File: src/rtl/issue_ctrl_pkg.sv
// Shared constants for the issue stage: instruction IDs, ID width, MUL/DIV FSM encodings.
// Also defines `INST_ID_LEN, `On and `Off for files that still use the macro forms.
`ifndef ISSUE_CTRL_DEFS_SV
`define ISSUE_CTRL_DEFS_SV
`define INST_ID_LEN 6
`define On  1'b1
`define Off 1'b0
`endif

package issue_ctrl_pkg;

  localparam int INST_ID_LEN = `INST_ID_LEN;

  localparam logic [0:0] MD_IDLE = 1'b0;
  localparam logic [0:0] MD_BUSY = 1'b1;

  // ID 0 and anything not listed decodes as an unknown instruction
  localparam logic [INST_ID_LEN-1:0] ID_ADD    = 6'd1;
  localparam logic [INST_ID_LEN-1:0] ID_SUB    = 6'd2;
  localparam logic [INST_ID_LEN-1:0] ID_SLL    = 6'd3;
  localparam logic [INST_ID_LEN-1:0] ID_SLT    = 6'd4;
  localparam logic [INST_ID_LEN-1:0] ID_SLTU   = 6'd5;
  localparam logic [INST_ID_LEN-1:0] ID_XOR    = 6'd6;
  localparam logic [INST_ID_LEN-1:0] ID_SRL    = 6'd7;
  localparam logic [INST_ID_LEN-1:0] ID_SRA    = 6'd8;
  localparam logic [INST_ID_LEN-1:0] ID_OR     = 6'd9;
  localparam logic [INST_ID_LEN-1:0] ID_AND    = 6'd10;
  localparam logic [INST_ID_LEN-1:0] ID_ADDI   = 6'd11;
  localparam logic [INST_ID_LEN-1:0] ID_SLTI   = 6'd12;
  localparam logic [INST_ID_LEN-1:0] ID_SLTIU  = 6'd13;
  localparam logic [INST_ID_LEN-1:0] ID_XORI   = 6'd14;
  localparam logic [INST_ID_LEN-1:0] ID_ORI    = 6'd15;
  localparam logic [INST_ID_LEN-1:0] ID_ANDI   = 6'd16;
  localparam logic [INST_ID_LEN-1:0] ID_SLLI   = 6'd17;
  localparam logic [INST_ID_LEN-1:0] ID_SRLI   = 6'd18;
  localparam logic [INST_ID_LEN-1:0] ID_SRAI   = 6'd19;
  localparam logic [INST_ID_LEN-1:0] ID_LB     = 6'd20;
  localparam logic [INST_ID_LEN-1:0] ID_LH     = 6'd21;
  localparam logic [INST_ID_LEN-1:0] ID_LW     = 6'd22;
  localparam logic [INST_ID_LEN-1:0] ID_LBU    = 6'd23;
  localparam logic [INST_ID_LEN-1:0] ID_LHU    = 6'd24;
  localparam logic [INST_ID_LEN-1:0] ID_SB     = 6'd25;
  localparam logic [INST_ID_LEN-1:0] ID_SH     = 6'd26;
  localparam logic [INST_ID_LEN-1:0] ID_SW     = 6'd27;
  localparam logic [INST_ID_LEN-1:0] ID_BEQ    = 6'd28;
  localparam logic [INST_ID_LEN-1:0] ID_BNE    = 6'd29;
  localparam logic [INST_ID_LEN-1:0] ID_BLT    = 6'd30;
  localparam logic [INST_ID_LEN-1:0] ID_BGE    = 6'd31;
  localparam logic [INST_ID_LEN-1:0] ID_BLTU   = 6'd32;
  localparam logic [INST_ID_LEN-1:0] ID_BGEU   = 6'd33;
  localparam logic [INST_ID_LEN-1:0] ID_LUI    = 6'd34;
  localparam logic [INST_ID_LEN-1:0] ID_AUIPC  = 6'd35;
  localparam logic [INST_ID_LEN-1:0] ID_JAL    = 6'd36;
  localparam logic [INST_ID_LEN-1:0] ID_JALR   = 6'd37;
  localparam logic [INST_ID_LEN-1:0] ID_MUL    = 6'd38;
  localparam logic [INST_ID_LEN-1:0] ID_MULH   = 6'd39;
  localparam logic [INST_ID_LEN-1:0] ID_MULHSU = 6'd40;
  localparam logic [INST_ID_LEN-1:0] ID_MULHU  = 6'd41;
  localparam logic [INST_ID_LEN-1:0] ID_DIV    = 6'd42;
  localparam logic [INST_ID_LEN-1:0] ID_DIVU   = 6'd43;
  localparam logic [INST_ID_LEN-1:0] ID_REM    = 6'd44;
  localparam logic [INST_ID_LEN-1:0] ID_REMU   = 6'd45;

  typedef struct packed {
    logic rs1_re;
    logic rs2_re;
    logic rd_we;
    logic mem_re;
    logic mem_we;
    logic muldiv;
  } dec_t;

endpackage

File: src/rtl/issue_scoreboard.sv
// Pending-writer scoreboard: one bit per register, set on issue, cleared by writeback or flush.
// With ISSUE_WB_BYPASS_EN defined, same-cycle writebacks hide pending bits from the lookups.
module issue_scoreboard
  import issue_ctrl_pkg::*;
#(
  parameter int REG_NUM  = 32,
  parameter int REG_AW   = 5,
  parameter int WB_PORTS = 2
) (
  input  logic                       clk,
  input  logic                       rst,
  input  logic                       set_en,
  input  logic [REG_AW-1:0]          set_rd,
  input  logic [WB_PORTS-1:0]        wb_valid,
  input  logic [WB_PORTS*REG_AW-1:0] wb_rd,
  input  logic                       flush_clr_en,
  input  logic [REG_AW-1:0]          flush_clr_rd,
  input  logic [REG_AW-1:0]          rs1,
  input  logic [REG_AW-1:0]          rs2,
  input  logic [REG_AW-1:0]          rd,
  output logic                       rs1_pend,
  output logic                       rs2_pend,
  output logic                       rd_pend,
  output logic [REG_NUM-1:0]         pending
);

  logic [REG_NUM-1:0] sb;
  logic [REG_NUM-1:0] wb_mask;
  logic [REG_NUM-1:0] clr_mask;
  logic [REG_NUM-1:0] set_mask;
  logic [REG_NUM-1:0] sb_nxt;
  logic [REG_NUM-1:0] visible;

  always_comb begin
    wb_mask = '0;
    for (int p = 0; p < WB_PORTS; p++) begin
      if (wb_valid[p] && (wb_rd[p*REG_AW +: REG_AW] != '0))
        wb_mask[wb_rd[p*REG_AW +: REG_AW]] = 1'b1;
    end
  end

  // set is applied after the clears: a newer writer outranks a retiring one
  always_comb begin
    clr_mask = wb_mask;
    if (flush_clr_en && (flush_clr_rd != '0))
      clr_mask[flush_clr_rd] = 1'b1;
    set_mask = '0;
    if (set_en && (set_rd != '0))
      set_mask[set_rd] = 1'b1;
    sb_nxt    = (sb & ~clr_mask) | set_mask;
    sb_nxt[0] = 1'b0;
  end

  always_ff @(posedge clk or posedge rst) begin
    if (rst)
      sb <= '0;
    else
      sb <= sb_nxt;
  end

`ifdef ISSUE_WB_BYPASS_EN
  assign visible = sb & ~wb_mask;
`else
  assign visible = sb;
`endif

  assign rs1_pend = visible[rs1];
  assign rs2_pend = visible[rs2];
  assign rd_pend  = visible[rd];
  assign pending  = sb;

endmodule

File: src/rtl/issue_ctrl.sv
// ID->EX issue stage: decode, scoreboard hazard stall, MUL/DIV occupancy FSM, valid/ready issue register.
// Optional macro ISSUE_WB_BYPASS_EN lets same-cycle writebacks satisfy RAW/WAW checks.
//
// state   | meaning
// MD_IDLE | MUL/DIV unit free, a muldiv op may issue
// MD_BUSY | MUL/DIV unit occupied, md_cnt counts down remaining cycles
module issue_ctrl
  import issue_ctrl_pkg::*;
#(
  parameter int REG_NUM  = 32,
  parameter int REG_AW   = 5,
  parameter int WB_PORTS = 2,
  parameter int MUL_LAT  = 3,
  parameter int DIV_LAT  = 33
) (
  input  logic                       clk,
  input  logic                       rst,
  input  logic                       id_valid_i,
  output logic                       id_ready_o,
  input  logic [INST_ID_LEN-1:0]     instr_id_i,
  input  logic [REG_AW-1:0]          rs1_i,
  input  logic [REG_AW-1:0]          rs2_i,
  input  logic [REG_AW-1:0]          rd_i,
  input  logic                       ex_ready_i,
  input  logic                       flush_i,
  input  logic [WB_PORTS-1:0]        wb_valid_i,
  input  logic [WB_PORTS*REG_AW-1:0] wb_rd_i,
  output logic                       ex_valid_o,
  output logic [INST_ID_LEN-1:0]     ex_instr_id_o,
  output logic                       ex_rs1_re_o,
  output logic                       ex_rs2_re_o,
  output logic                       ex_rd_we_o,
  output logic                       ex_mem_re_o,
  output logic                       ex_mem_we_o,
  output logic                       ex_muldiv_o,
  output logic [REG_AW-1:0]          ex_rd_o,
  output logic                       muldiv_busy_o,
  output logic [REG_NUM-1:0]         sb_pending_o
);

  localparam int MAX_LAT = (MUL_LAT > DIV_LAT) ? MUL_LAT : DIV_LAT;
  localparam int CNT_W   = (MAX_LAT > 1) ? $clog2(MAX_LAT) : 1;
  localparam logic [CNT_W-1:0] MUL_LD = CNT_W'(MUL_LAT - 1);
  localparam logic [CNT_W-1:0] DIV_LD = CNT_W'(DIV_LAT - 1);

  dec_t             dec;
  logic             is_div;
  logic             rs1_pend;
  logic             rs2_pend;
  logic             rd_pend;
  logic             raw;
  logic             waw;
  logic             md_stall;
  logic             stall;
  logic             can_load;
  logic             issue;
  logic             flush_clr_en;
  logic [0:0]       md_state;
  logic [CNT_W-1:0] md_cnt;
  logic [CNT_W-1:0] md_ld;

  always_comb begin
    dec    = '0;
    is_div = 1'b0;
    case (instr_id_i)
      ID_ADD, ID_SUB, ID_SLL, ID_SLT, ID_SLTU,
      ID_XOR, ID_SRL, ID_SRA, ID_OR, ID_AND: begin
        dec.rs1_re = 1'b1;
        dec.rs2_re = 1'b1;
        dec.rd_we  = 1'b1;
      end
      ID_ADDI, ID_SLTI, ID_SLTIU, ID_XORI, ID_ORI,
      ID_ANDI, ID_SLLI, ID_SRLI, ID_SRAI, ID_JALR: begin
        dec.rs1_re = 1'b1;
        dec.rd_we  = 1'b1;
      end
      ID_LB, ID_LH, ID_LW, ID_LBU, ID_LHU: begin
        dec.rs1_re = 1'b1;
        dec.rd_we  = 1'b1;
        dec.mem_re = 1'b1;
      end
      ID_SB, ID_SH, ID_SW: begin
        dec.rs1_re = 1'b1;
        dec.rs2_re = 1'b1;
        dec.mem_we = 1'b1;
      end
      ID_BEQ, ID_BNE, ID_BLT, ID_BGE, ID_BLTU, ID_BGEU: begin
        dec.rs1_re = 1'b1;
        dec.rs2_re = 1'b1;
      end
      ID_LUI, ID_AUIPC, ID_JAL: begin
        dec.rd_we = 1'b1;
      end
      ID_MUL, ID_MULH, ID_MULHSU, ID_MULHU: begin
        dec.rs1_re = 1'b1;
        dec.rs2_re = 1'b1;
        dec.rd_we  = 1'b1;
        dec.muldiv = 1'b1;
      end
      ID_DIV, ID_DIVU, ID_REM, ID_REMU: begin
        dec.rs1_re = 1'b1;
        dec.rs2_re = 1'b1;
        dec.rd_we  = 1'b1;
        dec.muldiv = 1'b1;
        is_div     = 1'b1;
      end
      default: ;
    endcase
  end

  issue_scoreboard #(
    .REG_NUM  (REG_NUM),
    .REG_AW   (REG_AW),
    .WB_PORTS (WB_PORTS)
  ) u_sb (
    .clk          (clk),
    .rst          (rst),
    .set_en       (issue & dec.rd_we),
    .set_rd       (rd_i),
    .wb_valid     (wb_valid_i),
    .wb_rd        (wb_rd_i),
    .flush_clr_en (flush_clr_en),
    .flush_clr_rd (ex_rd_o),
    .rs1          (rs1_i),
    .rs2          (rs2_i),
    .rd           (rd_i),
    .rs1_pend     (rs1_pend),
    .rs2_pend     (rs2_pend),
    .rd_pend      (rd_pend),
    .pending      (sb_pending_o)
  );

  assign raw      = (dec.rs1_re & rs1_pend) | (dec.rs2_re & rs2_pend);
  assign waw      = dec.rd_we & (rd_i != '0) & rd_pend;
  assign md_stall = dec.muldiv & (md_state == MD_BUSY);
  assign stall    = raw | waw | md_stall;

  assign can_load   = ~ex_valid_o | ex_ready_i;
  assign id_ready_o = can_load & ~stall & ~flush_i;
  assign issue      = id_valid_i & id_ready_o;

  // a flushed producer will never write back, so release its register
  assign flush_clr_en = flush_i & ex_valid_o & ex_rd_we_o & (ex_rd_o != '0);

  always_ff @(posedge clk or posedge rst) begin
    if (rst) begin
      ex_valid_o    <= 1'b0;
      ex_instr_id_o <= '0;
      ex_rs1_re_o   <= 1'b0;
      ex_rs2_re_o   <= 1'b0;
      ex_rd_we_o    <= 1'b0;
      ex_mem_re_o   <= 1'b0;
      ex_mem_we_o   <= 1'b0;
      ex_muldiv_o   <= 1'b0;
      ex_rd_o       <= '0;
    end else if (flush_i) begin
      ex_valid_o <= 1'b0;
    end else if (issue) begin
      ex_valid_o    <= 1'b1;
      ex_instr_id_o <= instr_id_i;
      ex_rs1_re_o   <= dec.rs1_re;
      ex_rs2_re_o   <= dec.rs2_re;
      ex_rd_we_o    <= dec.rd_we;
      ex_mem_re_o   <= dec.mem_re;
      ex_mem_we_o   <= dec.mem_we;
      ex_muldiv_o   <= dec.muldiv;
      ex_rd_o       <= rd_i;
    end else if (ex_ready_i) begin
      ex_valid_o <= 1'b0;
    end
  end

  assign md_ld = is_div ? DIV_LD : MUL_LD;

  // the issue cycle counts as the first occupied cycle, so BUSY lasts LAT-1 cycles
  always_ff @(posedge clk or posedge rst) begin
    if (rst) begin
      md_state <= MD_IDLE;
      md_cnt   <= '0;
    end else begin
      case (md_state)
        MD_IDLE: begin
          if (issue && dec.muldiv) begin
            md_cnt   <= md_ld;
            md_state <= (md_ld != '0) ? MD_BUSY : MD_IDLE;
          end
        end
        default: begin
          md_cnt <= md_cnt - CNT_W'(1);
          if (md_cnt == CNT_W'(1))
            md_state <= MD_IDLE;
        end
      endcase
    end
  end

  assign muldiv_busy_o = (md_state == MD_BUSY);

endmodule

File: config.mk
export PLATFORM = sky130hd
export DESIGN_NAME = issue_ctrl
export DESIGN_NICKNAME = d
export VERILOG_FILES = /design/src/rtl/issue_ctrl_pkg.sv /design/src/rtl/issue_scoreboard.sv /design/src/rtl/issue_ctrl.sv
export SDC_FILE = /design/constraint.sdc
export NUM_CORES = 1
export LEC_CHECK = 0
export ABC_CLOCK_PERIOD_IN_PS = 7800
export CAP_MARGIN = 20
export CORE_MARGIN = 5
export CORE_UTILIZATION = 50
export CTS_CLUSTER_SIZE = 10
export DETAILED_ROUTE_END_ITERATION = 8
export DONT_BUFFER_PORTS = 1
export PLACE_DENSITY = 0.72
export SYNTH_ARGS = -nofsm -noshare
export SYNTH_HDL_FRONTEND = slang
export SYNTH_HIERARCHICAL = 1
export SYNTH_SLANG_ARGS = --single-unit
export TNS_END_PERCENT = 100
File: constraint.sdc
create_clock -name clk -period 7.8 [get_ports clk]
set_input_delay 1.17 -clock clk [delete_from_list [all_inputs] [get_ports clk]]
set_output_delay 1.17 -clock clk [all_outputs]
set_load 0.03 [all_outputs]
==> summary.md <==
| Metric | Value |
|---|---|
| Outcome | finished, final reports clean |
| Die area | 10500 µm² |
| Area growth, synth to finish | 2.48% |
| Synth Flop Type | dfrtp_1 |
| CTS tree | built |
| CP required | 6.63 ns |
| RePlAce Congestion | between 0.9 and 1 |
| Post-synth EDFFs | 0 |
| Cell Count Post-Placement | 560 |
| ANT cells | 0 |
| RSZ-0062 raised after global routing | false |
| Slew headroom | 0.376 |
| Slowest Stage Delay on Critical Path | 0.46 ns |
| H-tree lvl count | 2 |
| Grt total ovfl | 0 |
| Chip width | 103 µm |
| Seq cells post-synth | 56 |
| Post-synthesis average cell area | around 8.9 µm² |
| Setup WS pre-CTS | 3.78 ns |
| CTS root buffer | clkbuf_8 |
| Max FO, Critical Path | 23 |
| CP Launch Type | primary input |
| Worst min-delay path class | flop to flop |
| Starting Density | 0.516 |
| Final min period | 3.93 ns |
| Nets | 502 |
| Worst-path cell chain | mux4_2 > nand2b_1 > o211ai_1 > nand4_1 > o21ai_0 > nor3_1 > a21oi_1 > and4b_1 |
| Via count | 3976 |
| Layout Skew | 0.0123 ns |
| Pre-Repair DR Iteration Count | 5 |
| Dpl cell area | 4300 µm² |
| CP endpoint kind | output pin |
| Largest net degree at the start of global routing | 27 |
| Maximum vdd ir drop | 0.000144 V |
| Final Setup Violations | 0 |
| Arrival time at the worst endpoint | approximately 2.8 ns |
| Worst hold margin | approximately 0.59 ns |
| Clock Pin Slew Worst Setup and Hold Paths | 0.10 ns |
| Period utilization | 0.504 |
| Post-Syn Nets | slightly above 500 |
| Buffers on Ports | 0 |
| P_leak | 1.70 nW |
| CP Class | primary input to output pin |
| Post-route cell area | 4390 µm² |
| Slew Limit Fails | 0 |
| Worst Max-Slew Pin Slew | 0.935 ns |
| Total power | 894 µW |
| Async S/R FF share, synth | 1.00 |
| # Max-Cap Violations | 0 |
| Final Non-Filler Cells | 568 |
| Critical path's slowest cell | mux4_2 |
| Max Buffers Root-to-Sink | 2 |
| PostCTS Resize Cnt | 0 |
| Rows | 33 |
| Final Hold Fails | 0 |
| Power per Cell Area | ~200 nW/µm² |
| Fmax | 255 MHz |
| Drt total wl | 13.3 mm |
| Fillcell total | 777 |
| Clock Latency Late Sink | 0.31 ns |
| Via-per-instance ratio | roughly 7 |
| Core box area | 8300 µm² |
| Post-Syn Area | 4280 µm² |
| First-pass GRT wire length | between 20 and 25 mm |
| Die Y | 103 µm |
| Hold buffers post-CTS | 0 |
| Ys Warns | 6 |
| GRT Overall Usage | 0.256 |
| Num CTS Buffers | 5 |
| Post-CTS Setup Repair Bufs | 0 |
| Avg WL per Cell | 23.4 µm |
| Cell variety after synth | 68 |
| DPL Wire Length | 10.0 mm |
| DR DRC count | 0 |
| 1st-iter DRT viols | 522 |
| Syn Inst Count | 479 |
| IO Pins | 90 |
| Final WS setup | 3.87 ns |
| Clock sink total | 56 |
| Antenna Violating Nets Remaining | 0 |
| Initial antenna violation count | 0 |
| Final TNS setup | 0 ns |
| Final Util | 0.529 |
| Share of cells above drive strength 1 | 0.0929 |
| Vias in the first global route | 3850 |
| Sequential cell area fraction in the yosys report | 0.327 |
-- report_power, final --
part	internal (mW)	total, mW	leakage, nW	switching (mW)
Combinational	0.103	0.206	0.929	0.102
Sequential	0.346	0.524	0.730	0.178
Clock	0.0641	0.165	0.0445	0.100
-- worst max-delay path: cells and delay by family --
| kind | cells | cell delay [ns] |
|---|---|---|
| and+or+nand+nor | 4 | 0.79 |
| AOI/OAI and AO/OA | 3 | 0.33 |
| muxes | 1 | 0.46 |
-- metal layers --
layer	part of all wire	global-route usage
met1	0.40	0.355
met2	0.46	0.397
met3	0.12	0.0697
met4	0.018	0.0727
met5	0	0
-- cells by family (layout without fill, tap and decap cells) --
family / Yosys count / in the layout / share of synthesized area
AO/OA/AOI/OAI: 136 / 136 / 0.223
buffers and inverters: 39 / 23 / 0.0465
flip-flops: 56 / 56 / 0.327
other: 1 / 1 / 0.000876
adder cells (fa/ha/maj): 2 / 2 / 0.00584
multiplexers: 48 / 48 / 0.142
AND/OR/NAND/NOR: 192 / 192 / 0.244
XOR/XNOR: 5 / 5 / 0.0102
-- synthesized netlist by cell type (5+ instances only) --
master	instances	share of area
nand2_1	54	0.047
nor2_1	27	0.024
clkbuf_1	12	0.011
o21ai_0	55	0.064
nand3_1	29	0.034
a21oi_1	13	0.015
nand3b_1	6	0.011
nand2b_1	17	0.025
o32a_1	6	0.014
a21o_1	5	0.0088
o2111ai_1	6	0.012
a22oi_1	6	0.011
o2bb2ai_1	6	0.012
buf_2	6	0.0070
mux2i_1	27	0.063
dfrtp_1	56	0.33
mux4_2	9	0.047
nor3_1	6	0.0070
nor2b_1	16	0.023
inv_1	13	0.011
a32o_1	5	0.012
mux2_2	12	0.032
-- path summary, 6_finish.rpt --
check	slack (ns)	to	startpoint	cells after the start
hold reg to reg	0.59	md_cnt[5]	md_cnt[5]	2
max in group asynchronous	6.29	md_cnt[2]	rst	1
hold / removal	0.59	md_cnt[5]	md_cnt[5]	2
setup reg to reg	4.24	u_sb/pending[19]	u_sb/pending[4]	11
min in group asynchronous	0.85	u_sb/pending[21]	rst	1
setup / recovery	3.87	id_ready_o	rd_i[0]	8
-- cells in the final DEF, fill, tap and decap left out, types with 4 or more instances in the layout --
| cell type | synthesis | final |
|---|---|---|
| o2111ai_1 | 6 | 6 |
| a32o_1 | 5 | 5 |
| nor2_1 | 27 | 27 |
| o21ai_0 | 55 | 55 |
| o211ai_1 | 4 | 4 |
| o2bb2ai_1 | 6 | 6 |
| a22oi_1 | 6 | 6 |
| inv_1 | 13 | 13 |
| mux4_2 | 9 | 9 |
| mux2i_1 | 27 | 27 |
| o32a_1 | 6 | 6 |
| nand2b_1 | 17 | 17 |
| a21o_1 | 5 | 5 |
| nand3_1 | 29 | 29 |
| nand4b_1 | 4 | 4 |
| clkbuf_8 | 0 | 5 |
| mux2_2 | 12 | 12 |
| o21ai_1 | 4 | 4 |
| a21oi_1 | 13 | 13 |
| a211oi_1 | 4 | 4 |
| nand3b_1 | 6 | 6 |
| nand4_1 | 4 | 4 |
| dfrtp_1 | 56 | 56 |
| nor2b_1 | 16 | 16 |
| nand2_1 | 54 | 54 |
| nor3_1 | 6 | 6 |
-- sequential cells by signal (all words and copies together), names as in the netlist, 5 cells and up --
signal / count
ex_rd_o: 5
u_sb/pending: 31
ex_instr_id_o: 6
md_cnt: 6
-- area by class of cell --
cell class	instances	area [µm²]	share of cell area
Clock buffer	5	68.8	0.0157
Multi-Input combinational cell	384	2680	0.611
Tap cell	105	131	0.0299
Sequential cell	56	1400	0.319
Inverter	13	48.8	0.0111
Timing Repair Buffer	2	35.0	0.00798
Clock inverter	3	21.3	0.00485
Note: power is estimated with default switching activity, not from simulation.
